--- src/rtl/arm_verilog_pkg.sv ---
// rtl/arm_verilog_pkg.sv - shared state encoding and default sizing for the serial frame sender
package arm_verilog_pkg;

  localparam int A_W_DEF = 7;
  localparam int D_W_DEF = 8;
  localparam int DIV_DEF = 1;

  typedef enum logic [1:0] {
    IDLE   = 2'd0,
    BIT_LO = 2'd1,
    BIT_HI = 2'd2
  } state_e;

endpackage

--- src/rtl/arm_verilog_shifter.sv ---
// rtl/arm_verilog_shifter.sv - parallel-load MSB-first shift register, MSB is the serial bit
module arm_verilog_shifter #(
  parameter int W = 15
) (
  input  logic         clk_i,
  input  logic         rst_i,
  input  logic         load_i,
  input  logic         shift_i,
  input  logic [W-1:0] data_i,
  output logic         msb_o
);
  logic [W-1:0] data_q, data_d;

  always_comb begin
    data_d = data_q;
    if (load_i) begin
      data_d = data_i;
    end else if (shift_i) begin
      data_d = {data_q[W-2:0], 1'b0};
    end
  end

  always_ff @(posedge clk_i) begin
    if (rst_i) begin
      data_q <= '0;
    end else begin
      data_q <= data_d;
    end
  end

  assign msb_o = data_q[W-1];
endmodule

--- src/rtl/arm_verilog.sv ---
// rtl/arm_verilog.sv - serialises {A,D} MSB first on OutD with a divided clock on OutC
module arm_verilog
  import arm_verilog_pkg::*;
#(
  parameter int A_W = A_W_DEF,
  parameter int D_W = D_W_DEF,
  parameter int DIV = DIV_DEF
) (
  output logic           OutD,
  output logic           OutC,
  input  logic [D_W-1:0] D,
  input  logic [A_W-1:0] A,
  input  logic           Go,
  input  logic           clk_in,
  input  logic           reset_n
);
  localparam int FW    = A_W + D_W;
  localparam int CNT_W = ($clog2(FW) > 4) ? $clog2(FW) : 4;
  localparam int DIV_W = (DIV > 1) ? $clog2(DIV) : 1;
  localparam logic [CNT_W-1:0] LAST_BIT = CNT_W'(FW - 1);
  localparam logic [DIV_W-1:0] DIV_LAST = DIV_W'(DIV - 1);

  state_e           state_q, state_d;
  logic [DIV_W-1:0] div_q, div_d;
  logic [CNT_W-1:0] bit_q, bit_d;
  logic             outc_q, outc_d;
  logic             load, shift;

  // The shift after the final bit empties the register, so OutD drops to 0 on return to IDLE.
  arm_verilog_shifter #(.W(FW)) u_shifter (
    .clk_i  (clk_in),
    .rst_i  (reset_n),
    .load_i (load),
    .shift_i(shift),
    .data_i ({A, D}),
    .msb_o  (OutD)
  );

  always_comb begin
    state_d = state_q;
    div_d   = div_q;
    bit_d   = bit_q;
    outc_d  = outc_q;
    load    = 1'b0;
    shift   = 1'b0;
    case (state_q)
      IDLE: begin
        outc_d = 1'b0;
        div_d  = '0;
        bit_d  = '0;
        if (Go) begin
          load    = 1'b1;
          state_d = BIT_LO;
        end
      end
      BIT_LO: begin
        if (div_q == DIV_LAST) begin
          div_d   = '0;
          outc_d  = 1'b1;
          state_d = BIT_HI;
        end else begin
          div_d = div_q + 1'b1;
        end
      end
      BIT_HI: begin
        if (div_q == DIV_LAST) begin
          div_d  = '0;
          outc_d = 1'b0;
          shift  = 1'b1;
          if (bit_q == LAST_BIT) begin
            bit_d   = '0;
            state_d = IDLE;
          end else begin
            bit_d   = bit_q + 1'b1;
            state_d = BIT_LO;
          end
        end else begin
          div_d = div_q + 1'b1;
        end
      end
      default: state_d = IDLE;
    endcase
  end

  always_ff @(posedge clk_in) begin
    if (reset_n) begin
      state_q <= IDLE;
      div_q   <= '0;
      bit_q   <= '0;
      outc_q  <= 1'b0;
    end else begin
      state_q <= state_d;
      div_q   <= div_d;
      bit_q   <= bit_d;
      outc_q  <= outc_d;
    end
  end

  assign OutC = outc_q;
endmodule

--- config.mk ---
export PLATFORM = sky130hd
export DESIGN_NAME = arm_verilog
export DESIGN_NICKNAME = d
export VERILOG_FILES = /design/src/rtl/arm_verilog_pkg.sv /design/src/rtl/arm_verilog_shifter.sv /design/src/rtl/arm_verilog.sv
export SDC_FILE = /design/constraint.sdc
export NUM_CORES = 1
export LEC_CHECK = 0
export BUFFER_PORTS_ARGS = -buffer_cell sky130_fd_sc_hd__clkbuf_2
export CORE_AREA = 2 2 47 49
export DETAILED_ROUTE_END_ITERATION = 10
export DIE_AREA = 0 0 49 51
export PLACE_DENSITY = 0.83
export REMOVE_ABC_BUFFERS = 1
export SETUP_SLACK_MARGIN = 0.15
export SYNTH_ARGS = -nofsm -noshare
export SYNTH_HDL_FRONTEND = slang
export SYNTH_SLANG_ARGS = --single-unit
export TNS_END_PERCENT = 10
--- constraint.sdc ---
create_clock -name clk_in -period 1.67 [get_ports clk_in]
set_clock_uncertainty 0.15 [all_clocks]
set_input_delay 0.0835 -clock clk_in [delete_from_list [all_inputs] [get_ports clk_in]]
set_output_delay 0.0835 -clock clk_in [all_outputs]
set_load 0.005 [all_outputs]
==> qor.csv, run 1 <==
metric,value,unit
outcome,"finished, final reports clean",
worst-case reg-to-reg path depth,4,
Critical Path Fanout Max,15,
# diodes,0,
Placement Rows,17,
Crit path largest cell delay,0.38,ns
Yosys top cell area share,45.4,%
Buffers & Inverters on Critical Path,1,
first-pass GRT wire length,3600,µm
clock network power share,32.7,%
Hold Path End,u_shifter.data_q[12],
number of synthesized flops with an enable pin,0,
synthesized area,971,µm²
Layout area overhead,37.4,%
Syn Inst Count,102,
nets@finish,161,
via count,855,
die area,2500,µm²
Pleak,0.593,nW
CP Data Arrival Time,1.56,ns
routed vias/inst,5.09,
Internal Power,940,µW
core footprint,2060,µm²
port bufs,19,
met3 GRT Util,3.22,%
hold_sp,reset_n,
1st-iter DRT viols,13,
Least-Margin Pin Slew,0.233,ns
final hold vios,0,
leading area contributor after synthesis,dfxtp_1,
Final Wtd Congestion,0.777,
NetSw,295,µW
"Data required, critical path",1.74,ns
DP HPWL,1350,µm
met2 GRT Util,33.8,%
top-count cell post-synth,dfxtp_1,
max-cap violations,0,
number of synthesis warnings,0,
final period utilization,89.0,%
"delay-heaviest family, CP",simple AND/OR/NAND/NOR gates,
Final ANT Viol Nets,0,
clock root buffer,clkbuf_4,
All-Layer GR Usage,18.3,%
Hold Path Stages,3,
share of post-route cells with drive strength above 1,22.9,%
Synth async-reset ratio,0,%
global route hottest layer,met2,
Clock Tree Buf Depth,2,
"Top FF cell, synth",dfxtp_1,
critical path startpoint,state_q[1],
Sum Neg Setup Slack,0,ns
Netlist cell types,22,
critical path class,reg -> reg,
min cycle time layout,1.49,ns
power density over the cells,926,nW/µm²
"top cells by area, synth","dfxtp_1, mux2i_1, a211oi_1",
reg-to-reg endpoint,u_shifter.data_q[5],
Horiz. Die Dim,49,µm
Inserted Clock Buffers,3,
# DRC,0,
Mean Syn Cell Area,9.52,µm²
PnR Total Power,1.24,mW
headroom to the max-slew limit,84.5,%
Min-Delay Path Class,in -> reg,
# clock sinks,22,
Final setup viols,0,
Worst-path clk slew,0.12,ns
reg2reg start,state_q[1],
most frequent cells after synthesis,"dfxtp_1, nor2_1, a211oi_1, mux2i_1",
WP depth,4,
die height,51,µm
Post-Route WL,2020,µm
switching part of the total,23.9,%
endpoint kind of the worst setup timing path,flop,
vias in the first global route,859,
unrepaired setup endpoints after global routing,true,
largest net degree at the start of global routing,22,
Synth Register Bits,22,
Combinational Power Share,19.2,%
R2R setup slack,0.18,ns
Starting Density,47.1,%
routed length per placed instance,12.0,µm
Overflow after GRT,0,
Peak VDD IR,0.000793,V
Max Slew Vio Count,0,
H-tree levels,1,
1st-pass router iterations,4,
Worst-Skew Late Latency,0.30,ns
startpoint types,flop,
GR met1 Demand/Resource,20.9,%
Top-Level Pins,20,
fmax,673,MHz
TritonCTS clock tree,built,
Crit-path slowest cell,or3b_1,
sequential element share of the synthesized area,45.4,%
cell chain of the critical path,"or3b_1, buf_6, mux2i_1, a211oi_1",
sequential power share,48.1,%
initial antenna violation count,0,
worst max path at each step:
stage | endpoint | slack [ns]
floorplan | u_shifter.data_q[10] | 0.03
global placement | u_shifter.data_q[4] | 0.21
detailed placement | u_shifter.data_q[6] | 0.16
CTS | u_shifter.data_q[1] | 0.18
global route | u_shifter.data_q[3] | 0.09
finish | u_shifter.data_q[5] | 0.18
cell usage in the layout (no fill, tap or decap), types with 2 or more instances in the layout:
cell type / synthesis / final
dfxtp_1: 22 / 22
clkbuf_2: 0 / 19
nor2_1: 17 / 17
dlygate4sd3_1: 0 / 16
mux2i_1: 14 / 14
a211oi_1: 14 / 12
a21oi_1: 5 / 5
nand3_1: 5 / 5
buf_4: 0 / 4
inv_1: 3 / 3
clkbuf_4: 0 / 3
nand2b_1: 2 / 2
nand2_1: 2 / 2
a211oi_2: 0 / 2
a31oi_1: 2 / 2
ha_1: 2 / 2
worst min-delay path: stages:
cell      delay (ns)
clkbuf_2        0.09
buf_4           0.23
a211oi_2        0.05
cell families (layout without fill, tap and decap cells):
kind of cell / after synthesis / count (layout) / synth area share, %
adder cells (fa/ha/maj): 2 / 2 / 2.58
AO/OA/AOI/OAI: 24 / 24 / 16.9
multiplexers: 14 / 14 / 14.4
flip-flops: 22 / 22 / 45.4
buffers and inverters: 10 / 48 / 6.44
AND/OR/NAND/NOR: 30 / 30 / 14.3
metrics by stage:
stage	instances	util, %	setup slack [ns]	instance area (µm²)	hold WS (ns)
after floorplan	95	-	0.0309	920	0.00257
after global placement	148	53.7	0.208	1110	0.173
after detailed placement	148	53.7	0.159	1110	0.185
after CTS	168	64.2	0.177	1320	0.0240
after global routing	168	64.6	0.0890	1330	0.0406
final	168	64.6	0.183	1330	0.0355
what timing repair did:
action | in CTS | in global routing
gates resized for setup | 1 | 2
setup endpoints to repair | 2 | 14
hold buffers | 16 | 0
buffers inserted | 0 | 0
endpoints found under the hold margin | 15 | 0
cell type report:
cell class | count | area [µm²]
Fill cell | 178 | 729
Multi-Input combinational cell | 70 | 478
Sequential cell | 22 | 440
Timing Repair Buffer | 41 | 317
Tap cell | 28 | 35.0
Clock inverter | 1 | 30.0
Clock buffer | 3 | 22.5
Inverter | 3 | 11.3
power groups by stage:
stage	registers (mW)	clock network [mW]	logic [mW]
6_report	0.595	0.404	0.237
5_1_grt	0.601	0.432	0.265
4_1_cts	0.595	0.409	0.232
3_5_place_dp	0.605	0	0.201
3_3_place_gp	0.603	0	0.190
2_1_floorplan	0.603	0	0.122
registers in the layout, indices dropped and copies added, names as in the netlist:
register,flops
u_shifter.data_q,15
state_q,2
bit_q,4
OutC,1
layer usage:
layer	part of all wire (%)	vias up
met1	45	397
met3	2.8	0
met5	0	-
met2	53	12
li1	-	446
met4	0	0
Note: power is estimated with default switching activity, not from simulation.
==> inputs of run 2 (changes only) <==
Settings changed: PLACE_DENSITY 0.83 to 0.73.
==> run 2 against run 1 <==
  * Utilization is 1.3 points lower
  * Setup slack hardly changed
  * Combinational power is 4% lower
  * Clock power is 28% lower
  * Critical path type unchanged
  * Largest power group unchanged
==> qor.csv, run 2 (synthesis gave the netlist of run 1 again) <==
metric,value,unit,change
outcome,"finished, final reports clean",,
Internal Power,827,µW,-12%
nets@finish,162,,+0.62%
max-cap violations,0,,unchanged
Pleak,0.586,nW,-1.2%
"leading cell type in the layout, fill and taps excluded",dfxtp_1,,
clock network power share,26.0,%,-6.7 points
final hold vios,0,,unchanged
1st-pass router iterations,3,,-1
hold_sp,reset_n,,
Top reg by flops,u_shifter.data_q,,
headroom to the max-slew limit,86.3,%,+1.8 points
clock root buffer,clkbuf_4,,
Least-Margin Pin Slew,0.205,ns,-0.0283 ns
"Data required, critical path",1.74,ns,about the same
Final ANT Viol Nets,0,,unchanged
routed length per placed instance,11.3,µm,-6.0%
# DRC,0,,unchanged
die area,2500,µm²,unchanged
sequential power share,53.4,%,+5.3 points
TritonCTS clock tree,built,,
critical path startpoint,state_q[1],,
Clock Tree Buf Depth,2,,unchanged
vias in the first global route,820,,-4.5%
area of the multi-input gates,468,µm²,-2.1%
Min-Delay Path Class,in -> reg,,
Post-Route WL,1910,µm,-5.4%
switching part of the total,25.6,%,+1.7 points
Inserted Clock Buffers,3,,unchanged
share of post-route cells with drive strength above 1,22.0,%,-0.87 points
Overflow after GRT,0,,unchanged
fmax,673,MHz,about the same
Worst-Skew Late Latency,0.30,ns,about the same
Final Wtd Congestion,0.711,,-8.5%
die height,51,µm,unchanged
startpoint types,flop,,
Sum Neg Setup Slack,0,ns,unchanged
unrepaired setup endpoints after global routing,true,,
Max Slew Vio Count,0,,unchanged
Top-Level Pins,20,,unchanged
largest net degree at the start of global routing,22,,unchanged
routed vias/inst,4.95,,-2.8%
most frequent cells in the layout,"dfxtp_1, clkbuf_2, nor2_1, dlygate4sd3_1",,
endpoint kind of the worst setup timing path,flop,,
critical path class,reg -> reg,,
Fillers,179,,+0.56%
initial antenna violation count,0,,unchanged
core footprint,2060,µm²,unchanged
Combinational Power Share,20.5,%,+1.3 points
final period utilization,89.0,%,about the same
1st-iter DRT viols,7,,-6
min cycle time layout,1.49,ns,+0.000135 ns
register area,440,µm²,unchanged
power density over the cells,851,nW/µm²,-8.1%
Worst-path clk slew,0.12,ns,about the same
NetSw,284,µW,-3.7%
Peak VDD IR,0.000616,V,-22%
Critical Path Fanout Max,15,,unchanged
reg2reg start,state_q[1],,
DP HPWL,1280,µm,-5.3%
# diodes,0,,unchanged
first-pass GRT wire length,3420,µm,-5.2%
Largest register FFs,15,,unchanged
Horiz. Die Dim,49,µm,unchanged
# clock sinks,22,,unchanged
port bufs,19,,unchanged
CP Data Arrival Time,1.56,ns,about the same
Final setup viols,0,,unchanged
All-Layer GR Usage,17.6,%,-0.63 points
Starting Density,47.1,%,unchanged
postcts setup bufs,0,,unchanged
Layout area overhead,34.5,%,
PnR Total Power,1.11,mW,-10%
Placement Rows,17,,unchanged
via count,836,,-2.2%
biggest regs,"u_shifter.data_q x15, bit_q x4, state_q x2",,
H-tree levels,1,,unchanged
## run 2: changes by cell type in the layout (fill, tap and decap cells not counted)
cell       previous run  this run
a211oi_1             12        14
buf_12                1         0
buf_4                 4         5
clkbuf_8              0         1
a211oi_2              2         0
bufinv_16             1         0
buf_6                 1         2
## run 2: through the flow
step	utilization, %	cells	area (µm²)	worst slack, ns	hold slack [ns]
2_1_floorplan	-	95	920	0.0309	0.00257
3_3_place_gp	53.4	149	1100	0.200	0.176
6_report	63.3	169	1310	0.183	0.0338
5_1_grt	63.3	169	1310	0.128	0.0478
3_5_place_dp	53.4	149	1100	0.162	0.199
4_1_cts	63.1	169	1300	0.161	0.0205
## run 2: routing by layer
layer / vias up / share of wire [%] / track usage (%)
met4: 0 / 0.79 / 6.67
met5: - / 0 / 0
met1: 379 / 48 / 22.0
met3: 2 / 2.8 / 4.09
met2: 12 / 48 / 29.7
li1: 443 / - / -
## run 2: worst paths after layout
check | endpoint | slack (ns) | depth (start not counted)
setup / recovery | u_shifter.data_q[5] | 0.18 | 4
hold / removal | bit_q[0] | 0.03 | 3
setup reg to reg | u_shifter.data_q[5] | 0.18 | 4
hold reg to reg | OutC | 0.31 | 2
## run 2: layout make-up
class,instances,area share [%]
multi-input cells,70,35.8
flip-flops and latches,22,33.7
repair buffers,42,24.1
clock buffers,4,2.78
well taps,28,2.68
inverters,3,0.862
## run 2: critical path, cell delays in order (launching register included)
cell and delay (ns):
dfxtp_1 0.33, or3b_1 0.38, buf_6 0.18, mux2i_1 0.13, a211oi_1 0.24
## run 2: power by group through the flow
| stage | sequential [mW] | combinational [mW] | clock, mW |
|---|---|---|---|
| 4_1_cts | 0.593 | 0.227 | 0.301 |
| 5_1_grt | 0.600 | 0.257 | 0.318 |
| 6_report | 0.594 | 0.228 | 0.289 |
| 3_3_place_gp | 0.604 | 0.189 | 0 |
| 2_1_floorplan | 0.603 | 0.122 | 0 |
| 3_5_place_dp | 0.605 | 0.196 | 0 |
## run 2: what timing repair did
item,in CTS,in global routing
hold endpoints to repair,15,0
setup endpoints to repair,1,13
pin swaps,0,7
hold buffers,16,0
gates resized for setup,1,1
